--- src/rtl/lca_pkg.sv ---
// Shared constants and types for the write-back stage of the LCA pipeline.
package lca_pkg;

    localparam int unsigned DATA_W    = 16;
    localparam int unsigned ADDR_W    = 3;
    localparam int unsigned LM_STRIDE = 1;

    localparam logic [2:0] REG_PC = 3'd7;

    typedef enum logic {
        WB_IDLE = 1'b0,
        WB_LM   = 1'b1
    } wb_state_t;

endpackage

--- src/rtl/reg_writeback_prio_enc8.sv ---
// 8-bit lowest-set-bit encoder used to pick the next load-multiple destination.
module prio_enc8 (
    input  logic [7:0] vec,
    output logic [2:0] idx,
    output logic       any
);

    always_comb begin
        idx = 3'd0;
        // Scan high to low so the lowest set bit is the last one assigned.
        for (int unsigned i = 8; i > 0; i--) begin
            if (vec[i-1]) begin
                idx = 3'(i - 1);
            end
        end
        any = |vec;
    end

endmodule

--- src/rtl/reg_writeback.sv ---
// Write-back stage: retires one instruction per cycle into R0-R6 and R7 (PC),
// and sequences load-multiple bursts one memory word per cycle.
module reg_writeback #(
    parameter int unsigned DATA_W    = lca_pkg::DATA_W,
    parameter int unsigned ADDR_W    = lca_pkg::ADDR_W,
    parameter int unsigned LM_STRIDE = lca_pkg::LM_STRIDE
) (
    input  logic              clk,
    input  logic              reset,
    input  logic              inValid,
    output logic              inReady,
    input  logic              inRegWrite,
    input  logic [ADDR_W-1:0] inAdd,
    input  logic [DATA_W-1:0] inData,
    input  logic [DATA_W-1:0] inPcNext,
    input  logic              inIsLM,
    input  logic [7:0]        inLMList,
    input  logic [DATA_W-1:0] inLMBase,
    output logic [DATA_W-1:0] memAddr,
    input  logic [DATA_W-1:0] memData,
    output logic              rfWrite,
    output logic [ADDR_W-1:0] rfWriteAdd,
    output logic [DATA_W-1:0] rfIn,
    output logic              rfWriteR7,
    output logic [DATA_W-1:0] rfInR7,
    output logic              retired
);

    import lca_pkg::*;

    localparam logic [DATA_W-1:0] STRIDE  = DATA_W'(LM_STRIDE);
    localparam logic [ADDR_W-1:0] PC_ADDR = ADDR_W'(REG_PC);

    wb_state_t         state_q, state_d;
    logic [7:0]        list_q, list_d;
    logic [DATA_W-1:0] offset_q, offset_d;
    logic [DATA_W-1:0] base_q, base_d;
    logic [DATA_W-1:0] pc_next_q, pc_next_d;

    logic              rf_write_q, rf_write_d;
    logic [ADDR_W-1:0] rf_write_add_q, rf_write_add_d;
    logic [DATA_W-1:0] rf_in_q, rf_in_d;
    logic              rf_write_r7_q, rf_write_r7_d;
    logic [DATA_W-1:0] rf_in_r7_q, rf_in_r7_d;
    logic              retired_q, retired_d;

    logic [2:0]        lm_idx;
    logic              lm_any;
    logic              lm_last;
    logic              accept;

    prio_enc8 u_prio_enc8 (
        .vec (list_q),
        .idx (lm_idx),
        .any (lm_any)
    );

    assign inReady = (state_q == WB_IDLE);
    assign accept  = inValid && inReady;
    // Remaining list is one-hot when clearing its lowest bit leaves nothing.
    assign lm_last = ((list_q & (list_q - 8'd1)) == 8'h00);

    always_comb begin
        memAddr = '0;
        if (state_q == WB_LM) begin
            memAddr = base_q + offset_q * STRIDE;
        end
    end

    always_comb begin
        state_d        = state_q;
        list_d         = list_q;
        offset_d       = offset_q;
        base_d         = base_q;
        pc_next_d      = pc_next_q;
        rf_write_d     = 1'b1;
        rf_write_add_d = rf_write_add_q;
        rf_in_d        = rf_in_q;
        rf_write_r7_d  = 1'b1;
        rf_in_r7_d     = rf_in_r7_q;
        retired_d      = 1'b0;

        unique case (state_q)
            WB_IDLE: begin
                if (accept) begin
                    if (inIsLM && (inLMList != 8'h00)) begin
                        list_d    = inLMList;
                        base_d    = inLMBase;
                        pc_next_d = inPcNext;
                        offset_d  = '0;
                        state_d   = WB_LM;
                    end else begin
                        rf_write_r7_d = 1'b0;
                        rf_in_r7_d    = inPcNext;
                        retired_d     = 1'b1;
                        if (!inIsLM && inRegWrite) begin
                            // A result destined for R7 overrides the PC commit.
                            if (inAdd == PC_ADDR) begin
                                rf_in_r7_d = inData;
                            end else begin
                                rf_write_d     = 1'b0;
                                rf_write_add_d = inAdd;
                                rf_in_d        = inData;
                            end
                        end
                    end
                end
            end
            WB_LM: begin
                if (lm_any) begin
                    if (lm_idx == REG_PC) begin
                        rf_write_r7_d = 1'b0;
                        rf_in_r7_d    = memData;
                    end else begin
                        rf_write_d     = 1'b0;
                        rf_write_add_d = ADDR_W'(lm_idx);
                        rf_in_d        = memData;
                    end
                    list_d   = list_q & (list_q - 8'd1);
                    offset_d = offset_q + DATA_W'(1);
                end
                if (lm_last) begin
                    retired_d = 1'b1;
                    state_d   = WB_IDLE;
                    if (lm_idx != REG_PC) begin
                        rf_write_r7_d = 1'b0;
                        rf_in_r7_d    = pc_next_q;
                    end
                end
            end
            default: state_d = WB_IDLE;
        endcase
    end

    always_ff @(posedge clk) begin
        if (reset) begin
            state_q        <= WB_IDLE;
            list_q         <= '0;
            offset_q       <= '0;
            base_q         <= '0;
            pc_next_q      <= '0;
            rf_write_q     <= 1'b1;
            rf_write_add_q <= '0;
            rf_in_q        <= '0;
            rf_write_r7_q  <= 1'b1;
            rf_in_r7_q     <= '0;
            retired_q      <= 1'b0;
        end else begin
            state_q        <= state_d;
            list_q         <= list_d;
            offset_q       <= offset_d;
            base_q         <= base_d;
            pc_next_q      <= pc_next_d;
            rf_write_q     <= rf_write_d;
            rf_write_add_q <= rf_write_add_d;
            rf_in_q        <= rf_in_d;
            rf_write_r7_q  <= rf_write_r7_d;
            rf_in_r7_q     <= rf_in_r7_d;
            retired_q      <= retired_d;
        end
    end

    assign rfWrite    = rf_write_q;
    assign rfWriteAdd = rf_write_add_q;
    assign rfIn       = rf_in_q;
    assign rfWriteR7  = rf_write_r7_q;
    assign rfInR7     = rf_in_r7_q;
    assign retired    = retired_q;

endmodule

--- config.mk ---
export PLATFORM = sky130hd
export DESIGN_NAME = reg_writeback
export DESIGN_NICKNAME = d
export VERILOG_FILES = /design/src/rtl/lca_pkg.sv /design/src/rtl/reg_writeback_prio_enc8.sv /design/src/rtl/reg_writeback.sv
export SDC_FILE = /design/constraint.sdc
export NUM_CORES = 1
export LEC_CHECK = 0
export CAP_MARGIN = 20
export CELL_PAD_IN_SITES_DETAIL_PLACEMENT = 1
export CELL_PAD_IN_SITES_GLOBAL_PLACEMENT = 2
export CORE_UTILIZATION = 37
export DETAILED_ROUTE_END_ITERATION = 7
export DONT_BUFFER_PORTS = 1
export PLACE_DENSITY = 0.81
export SLEW_MARGIN = 20
export SYNTH_ARGS = -nofsm -noshare
export SYNTH_HDL_FRONTEND = slang
export SYNTH_SLANG_ARGS = --single-unit
--- constraint.sdc ---
create_clock -name clk -period 2.8 [get_ports clk]
set_input_delay 0.28 -clock clk [delete_from_list [all_inputs] [get_ports clk]]
set_output_delay 0.28 -clock clk [all_outputs]
set_load 0.05 [all_outputs]
==> results of run 1 <==
==> worst max-delay path: stages, from the launching register on <==
cell      delay [ps]
dfxtp_2          340
ha_4             160
fa_2             380
a211oi_2         250
o21ai_1          110
a41o_1           280
o41ai_2          200
buf_4            170
mux2i_4          230
buf_12           160
==> final timing paths <==
| check | to | depth (start not counted) | startpoint | slack (ps) |
|---|---|---|---|---|
| hold reg to reg | pc_next_q[0] | 2 | pc_next_q[0] | 460 |
| setup reg to reg | rfIn[3] | 5 | list_q[4] | 350 |
| hold / removal | rfWriteR7 | 1 | reset | 30 |
| setup / recovery | memAddr[14] | 9 | base_q[0] | -120 |
==> registers in the layout (all words and copies together), names as in the netlist, 3 cells and up <==
| name | count |
|---|---|
| offset_q | 16 |
| base_q | 16 |
| rfWriteAdd | 3 |
| rfInR7 | 16 |
| pc_next_q | 16 |
| list_q | 8 |
| rfIn | 16 |
==> layer usage <==
layer | wire, µm | up-vias
met5 | 0 | -
met4 | 250 | 0
met3 | 1150 | 14
met2 | 8380 | 117
met1 | 8280 | 2404
li1 | - | 2332
==> cell usage after synthesis, drive strengths merged (5+ instances only) <==
| cell type | instances | area share |
|---|---|---|
| a211oi | 22 | 0.031 |
| a21o | 6 | 0.0084 |
| a21oi | 47 | 0.045 |
| a22oi | 20 | 0.028 |
| and2 | 7 | 0.0082 |
| and3 | 7 | 0.0082 |
| buf | 13 | 0.014 |
| clkbuf | 29 | 0.020 |
| dfxtp | 95 | 0.36 |
| ha | 16 | 0.037 |
| mux2 | 18 | 0.038 |
| mux2i | 33 | 0.062 |
| nand2 | 98 | 0.069 |
| nand2b | 9 | 0.011 |
| nand3 | 9 | 0.0084 |
| nor2 | 39 | 0.027 |
| nor3 | 29 | 0.028 |
| o2111ai | 6 | 0.0098 |
| o211ai | 19 | 0.029 |
| o21a | 5 | 0.0070 |
| o21ai | 18 | 0.017 |
| or4 | 5 | 0.0077 |
| xnor2 | 5 | 0.0082 |
| xor2 | 16 | 0.026 |
==> metrics by stage <==
step | setup slack [ps] | cells | area (µm²)
after detailed placement | -9.13 | 799 | 5690
after floorplan | -185 | 628 | 5360
after global routing | -193 | 822 | 6190
after global placement | 63.3 | 799 | 5690
final | -119 | 822 | 6190
after CTS | -82.3 | 818 | 6140
==> power breakdown <==
part           switching [W]  internal, W
Clock               0.000598     0.000709
Sequential          0.000195      0.00142
Combinational       0.000246     0.000157
==> area by class of cell <==
cell class / instances / area, µm²
well taps: 180 / 225
repair buffers: 40 / 355
clock buffers: 10 / 229
clock inverters: 6 / 76.3
fillers: 1638 / 7800
multi-input cells: 488 / 3370
inverters: 3 / 11.3
flip-flops and latches: 95 / 1920
==> kinds of logic (layout without fill, tap and decap cells) <==
| logic type | Yosys count | count (layout) | synth area share |
|---|---|---|---|
| compound gates | 175 | 175 | 0.234 |
| mux | 51 | 51 | 0.0997 |
| xor+xnor | 21 | 21 | 0.0344 |
| buf+inv | 45 | 59 | 0.0363 |
| simple gates | 223 | 223 | 0.196 |
| flops | 95 | 95 | 0.356 |
| fa+ha+maj | 18 | 18 | 0.0431 |
==> timing repair <==
action / in CTS / in global routing
gates resized for setup: 23 / 6
hold buffers: 2 / 0
pin swaps: 7 / 3
buffers inserted: 1 / 4
hold endpoints to repair: 57 / 0
endpoints found under the setup margin: 8 / 5
==> reports/qor.yml, run 1 <==
outcome: "complete, but fails checks"
violations: "negative setup slack"
drt-total-wl_um: 18100
setup_viol: 3
vias_per_cell: 5.92
place_congestion: 0.818
min_path_type: "input port to flop"
hold_violations: 0
synth_seq_cells: 95
cts.clk_slew.worst_paths_ps: 70
cts_tree: "built"
core_mm2: 0.0140
tightestPinTransition_ps: 1070
track_usage: 0.245
worst_hold_slack_ps: 27.3
antenna_found_initial: 0
final_cell_mix: "97 x nand2_1, 86 x dfxtp_1, 45 x a21oi_1"
drive_above_1_share: 0.173
ant_nets: 0
numCtsBuffers: 9
worstSetupStartpointType: "flop"
final_nets: 734
dieArea_mm2: 0.0149
yosys_warnings: 0
io_buffers: 0
cts_buffer_depth: 2
crit_type: "flop to output pin"
clkLatencyLatePin_ps: 360
die_x_um: 122
grt_use_met1: 0.325
grt_pass1_vias: 5118
total_power_w: 0.00332
synth-main-ff-cell: "dfxtp_1"
crit_required_ps: 2520
io_pins: 135
synthCells: 628
busiest_layer: "met2"
worst_slack_ps: -119
ys_types: 66
ir_drop_mv: 0.342
rsz0062_at_grt: "true"
synth_area_per_cell_um2: 8.51
drtPass1Iterations: 4
skew_ps: 10.4
synth_area_mm2: 0.00534
fmax_ghz: 0.343
synthToLayoutAreaGrowth_pct: 15.8
wl_per_cell_um: 22.0
drv_slew: 0
hpwl_um: 12100
h-tree-depth: 3
drc: 0
via_count: 4867
start_util: 0.382
final_common_cell: "nand2_1"
num_rows: 43
cts-root-buf: "clkbuf_16"
use_met3: 0.0562
use_met2: 0.390
fp.dieH_um: 122
grt_max_degree: 58
endpoint_kind: "output pin"
ys_seq_area_frac: 0.356
post-route-period-util: 1.04
drv_cap: 0
p_leak_nw: 2.23
slew_headroom: 0.288
min_period_ps: 2920
crit_arrival_ps: 2640
utilization: 0.442
syn_nets: 725
grt-ovfl-total: 0
fin_setup_tns_ps: -158
path_max_fanout: 3
grt_pass1_wl_um: 27800
clock_sinks: 95
synth_edf_count: 0
drtIter0Drc: 234
diodes: 0
power_density_mw_per_mm2: 537
async_flop_share: 0
(Power assumes the default switching activity.)
==> run 2: changes to the inputs <==
--- a/config.mk
+++ b/config.mk
@@ -8,6 +8,7 @@
 export CAP_MARGIN = 20
 export CELL_PAD_IN_SITES_DETAIL_PLACEMENT = 1
 export CELL_PAD_IN_SITES_GLOBAL_PLACEMENT = 2
+export CORE_ASPECT_RATIO = 1.5
 export CORE_UTILIZATION = 37
 export DETAILED_ROUTE_END_ITERATION = 7
 export DONT_BUFFER_PORTS = 1
==> reports/qor.yml, run 2 (synthesis gave the netlist of run 1 again) <==
crit_type: "flop to output pin"
power_density_mw_per_mm2: 524  # -2.4%
path_max_fanout: 3  # unchanged
path_buf_inv: 3  # +1
worst_slack_ps: -192  # -73.7 ps
outcome: "complete, but fails checks"
h-tree-depth: 3  # unchanged
cp_slowest_cell: "dfxtp_2"
num_rows: 53  # +23%
worstHoldStart: "reset"
worstSetupStartpointType: "flop"
path_delay_family: "compound AO/OA/AOI/OAI gates"
fmax_ghz: 0.334  # -2.5%
diodes: 0  # unchanged
cts-root-buf: "clkbuf_16"
drive_above_1_share: 0.183  # +0.0100
violations: "negative setup slack"
cts.clk_slew.worst_paths_ps: 80  # about the same
io_pins: 135  # unchanged
io_buffers: 0  # unchanged
wl_per_cell_um: 21.2  # -3.5%
die_x_um: 100  # -18%
drc: 0  # unchanged
antenna_found_initial: 0  # unchanged
cp_common_cell: "buf_4"
worst_path_largest_cell_delay_ps: 350  # -30 ps
hpwl_um: 12300  # +2.3%
grt_pass1_vias: 5360  # +4.7%
post-route-period-util: 1.07  # +0.0263
drv_slew: 0  # unchanged
total_power_w: 0.00329  # -0.91%
core_mm2: 0.0141  # +0.50%
final_common_cell: "nand2_1"
regArea_mm2: 0.00191  # -0.20%
slew_headroom: 0.437  # +0.149
fp.dieH_um: 149  # +22%
drv_cap: 0  # unchanged
drtIter0Drc: 140  # -40%
cts_buffer_depth: 2  # unchanged
hold_violations: 0  # unchanged
clock_sinks: 95  # unchanged
place_ws_ps: -86.4  # -77.3 ps
track_usage: 0.241  # -0.00329
utilization: 0.447  # +0.00456
start_util: 0.380  # -0.00190
final_cell_mix: "97 x nand2_1, 87 x dfxtp_1, 45 x a21oi_1"
ant_nets: 0  # unchanged
grt_pass1_wl_um: 27800  # -0.22%
grt-ovfl-total: 0  # unchanged
via_count: 4963  # +2.0%
synthToLayoutAreaGrowth_pct: 17.5
grt_max_degree: 58  # unchanged
r2r-start: "list_q[0]"
min_period_ps: 2990  # +73.7 ps
crit_arrival_ps: 2710  # +70 ps
drt-total-wl_um: 17700  # -1.8%
fill_cells: 1658  # +1.2%
rsz0062_at_grt: "true"
endpoint_kind: "output pin"
clkLatencyLatePin_ps: 350  # about the same
drtPass1Iterations: 4  # unchanged
crit_required_ps: 2520  # about the same
cts_tree: "built"
fin_setup_tns_ps: -346  # -188 ps
crit_chain: "ha_4 > fa_2 > a211oi_2 > buf_4 > o21ai_2 > a41o_1 > o41ai_2 > buf_4 > mux2i_4 > buf_12"
tightestPinTransition_ps: 845  # -223 ps
min_path_type: "input port to flop"
ir_drop_mv: 0.283  # -17%
dieArea_mm2: 0.0149  # about the same
numCtsBuffers: 9  # unchanged
vias_per_cell: 5.93  # +0.15%
p_leak_nw: 2.23  # +0.19%
multi_input_area_mm2: 0.00344  # +2.0%
place_congestion: 0.794  # -3.0%
skew_ps: 14.6  # +4.26 ps
setup_viol: 3  # unchanged
cp-startpoint: "offset_q[0]"
final_nets: 737  # +0.41%
-- run 2: power breakdown --
group / switching (W) / internal (W) / leakage, nW / total, W
combinational: 0.000243 / 0.000162 / 1.31 / 0.000404
clock: 0.000622 / 0.000651 / 0.147 / 0.00127
sequential: 0.000196 / 0.00142 / 0.779 / 0.00161
-- run 2: worst register-to-register path, cell delays in order (launching register included) --
cell and delay [ps]:
dfxtp_1 420, nor4_2 530, a31oi_1 350, o21ai_1 230, nand2_2 340, a311oi_1 360
-- run 2: layout make-up --
class | instances | share of cell area
inverters | 3 | 0.00179
clock inverters | 6 | 0.00916
multi-input cells | 488 | 0.547
repair buffers | 43 | 0.0606
clock buffers | 10 | 0.0380
well taps | 192 | 0.0382
flip-flops and latches | 95 | 0.305
-- run 2: what timing repair did --
item	in CTS	in global routing
buffers inserted	1	2
pin swaps	3	5
setup endpoints to repair	7	7
gates resized for setup	15	21
hold buffers	2	1
endpoints found under the hold margin	57	1
-- run 2: metal layers --
metal / up-vias / part of all wire / wire, µm / track usage
li1: 2336 / - / - / -
met1: 2468 / 0.38 / 6780 / 0.250
met2: 126 / 0.54 / 9630 / 0.463
met3: 33 / 0.047 / 832 / 0.0544
met4: 0 / 0.028 / 504 / 0.0913
met5: - / 0 / 0 / 0
-- run 2: per-stage QoR --
| stage | cell area, µm² | cells | hold WS (ps) |
|---|---|---|---|
| after floorplan | 5360 | 628 | 416 |
| final | 6280 | 837 | 29.5 |
| after global routing | 6280 | 837 | 16.2 |
| after global placement | 5730 | 815 | 356 |
| after CTS | 6140 | 834 | 0.911 |
| after detailed placement | 5740 | 815 | 359 |
-- run 2: path summary, 6_finish.rpt --
path / cells after the start / end / slack (ps)
setup / recovery: 10 / memAddr[14] / -190
setup reg to reg: 5 / rfIn[3] / 510
hold reg to reg: 2 / pc_next_q[10] / 460
hold / removal: 1 / rfWriteR7 / 30
==> run 3: changes to the inputs <==
--- a/config.mk
+++ b/config.mk
@@ -5,14 +5,16 @@
 export SDC_FILE = /design/constraint.sdc
 export NUM_CORES = 1
 export LEC_CHECK = 0
+export ABC_AREA = 1
 export CAP_MARGIN = 20
 export CELL_PAD_IN_SITES_DETAIL_PLACEMENT = 1
 export CELL_PAD_IN_SITES_GLOBAL_PLACEMENT = 2
 export CORE_ASPECT_RATIO = 1.5
-export CORE_UTILIZATION = 37
+export CORE_UTILIZATION = 34
 export DETAILED_ROUTE_END_ITERATION = 7
 export DONT_BUFFER_PORTS = 1
-export PLACE_DENSITY = 0.81
+export GPL_TIMING_DRIVEN = 0
+export PLACE_DENSITY = 0.82
 export SLEW_MARGIN = 20
 export SYNTH_ARGS = -nofsm -noshare
 export SYNTH_HDL_FRONTEND = slang
==> reports/qor.yml, run 3 <==
synth-main-ff-cell: "dfxtp_1"
diodes: 0  # unchanged
synthCells: 922  # +47%
antenna_found_initial: 0  # unchanged
via_count: 6216  # +25%
hpwl_um: 17800  # +44%
crit_arrival_ps: 2420  # -290 ps
yosys_warnings: 0  # unchanged
io_buffers: 0  # unchanged
clkLatencyLatePin_ps: 360  # about the same
synth_common_cells: "211 x nand2_1, 110 x inv_1, 95 x dfxtp_1"
io_pins: 135  # unchanged
p_leak_nw: 2.84  # +27%
synth_area_mm2: 0.00602  # +13%
skew_ps: 15.2  # +0.617 ps
synth_seq_cells: 95  # unchanged
crit_required_ps: 2520  # about the same
drtPass1Iterations: 4  # unchanged
utilization: 0.393  # -0.0538
ant_nets: 0  # unchanged
dieArea_mm2: 0.0183  # +22%
min_period_ps: 2700  # -292 ps
setup_viol: 0  # -3
num_rows: 59  # +11%
outcome: "finished clean"
worst_hold_slack_ps: 80.2  # +50.7 ps
grt_pass1_wl_um: 35300  # +27%
die_x_um: 111  # +11%
track_usage: 0.252  # +0.0108
core_mm2: 0.0173  # +23%
start_util: 0.347  # -0.0330
vias_per_cell: 5.40  # -9.0%
worstSetupStartpointType: "flop"
fp.dieH_um: 165  # +11%
grt_pass1_vias: 6382  # +19%
drv_cap: 0  # unchanged
drive_above_1_share: 0.105  # -0.0775
numCtsBuffers: 9  # unchanged
grt-ovfl-total: 0  # unchanged
ir_drop_mv: 0.319  # +13%
syn_nets: 1019  # +41%
ys_seq_area_frac: 0.316  # -0.0401
h-tree-depth: 3  # unchanged
drtIter0Drc: 202  # +44%
synth_area_per_cell_um2: 6.53  # -23%
cts.clk_slew.worst_paths_ps: 70  # about the same
power_density_mw_per_mm2: 610  # +16%
synth_top_cell_by_area: "dfxtp_1"
drv_slew: 0  # unchanged
fmax_ghz: 0.370  # +11%
ys_types: 42  # -36%
synth_most_common_cell: "nand2_1"
reg2reg_slack_ps: 640  # +130 ps
drt-total-wl_um: 22800  # +28%
slew_headroom: 0.370  # -0.0674
final_cell_mix: "211 x nand2_1, 110 x inv_1, 94 x dfxtp_1"
tightestPinTransition_ps: 946  # +101 ps
hold_violations: 0  # unchanged
cts_tree: "built"
synthToLayoutAreaGrowth_pct: 13.2
final_area_mm2: 0.00682  # +8.5%
grt_max_degree: 16  # -72%
wl_per_cell_um: 19.8  # -6.7%
post-route-period-util: 0.965  # -0.104
fin_setup_tns_ps: 0  # +346 ps
synth_area_leaders: "dfxtp_1 32%, nand2_1 13%, inv_1 6.9%"
path_max_fanout: 10  # +7
synth_edf_count: 0  # unchanged
final_common_cell: "nand2_1"
cts-root-buf: "clkbuf_16"
detailed_place.area_mm2: 0.00629  # +9.6%
place_congestion: 0.853  # +7.4%
fill_cells: 2251  # +36%
clock_sinks: 95  # unchanged
async_flop_share: 0  # unchanged
crit_type: "flop to output pin"
min_path_type: "input port to flop"
rsz0062_at_grt: "true"
endpoint_kind: "output pin"
drc: 0  # unchanged
synth_top_area_share: 0.316  # -0.0401
cts_buffer_depth: 2  # unchanged
final_nets: 1031  # +40%
==> run 3: cells by family (layout without fill, tap and decap cells) <==
| logic type | count (synthesis) | count (layout) | share of synthesized area |
|---|---|---|---|
| compound gates | 217 | 217 | 0.202 |
| flops | 95 | 95 | 0.316 |
| simple gates | 416 | 416 | 0.311 |
| fa+ha+maj | 17 | 17 | 0.0366 |
| buf+inv | 164 | 181 | 0.116 |
| xor+xnor | 13 | 13 | 0.0189 |
==> run 3: what timing repair did <==
item                       CTS  global route
setup endpoints to repair   14             9
pin swaps                    2             4
gates resized for setup     34            14
setup buffers                0             1
hold buffers                 0             0
==> run 3: final timing paths <==
| check | startpoint | to | depth (start not counted) |
|---|---|---|---|
| max | state_q | memAddr[4] | 5 |
| min | inData[13] | rfIn[13] | 2 |
| max reg2reg | state_q | rfIn[10] | 5 |
| min reg2reg | pc_next_q[8] | pc_next_q[8] | 2 |
==> run 3: per-layer routing <==
layer  global-route usage  up-vias  share of wire  wire length, µm
met5                    0        -              0                0
met4                0.107        0          0.029              670
met3               0.0517       32          0.038              873
met2                0.495      124           0.55            12500
met1                0.256     2985           0.38             8710
li1                     -     3075              -                -
==> run 3: layout make-up <==
type	count	area (µm²)	area share
clock buffers	11	243	0.0356
multi-input cells	663	3590	0.526
plain buffers	52	284	0.0417
flip-flops and latches	95	1900	0.279
repair buffers	1	7.51	0.00110
clock inverters	5	104	0.0152
inverters	112	420	0.0617
well taps	213	267	0.0391
==> run 3: critical path, stage by stage (launching register included) <==
cell and delay, ps:
dfxtp_1 460, buf_2 310, buf_2 340, clkbuf_2 340
o21ai_0 220, a21oi_4 380
==> run 3: metrics by stage <==
step | cells | total power [W] | worst slack (ps)
global route | 1152 | 0.00434 | -35.4
CTS | 1151 | 0.00420 | -25.5
finish | 1152 | 0.00416 | 99.4
detailed placement | 1135 | 0.00270 | -206
floorplan | 922 | 0.00243 | 261
global placement | 1135 | 0.00269 | -133
==> run 3: power breakdown <==
group	total, W	internal [W]	switching [W]
sequential	0.00177	0.00146	0.000307
combinational	0.000911	0.000284	0.000627
clock	0.00148	0.000901	0.000578
total	0.00416	0.00265	0.00151
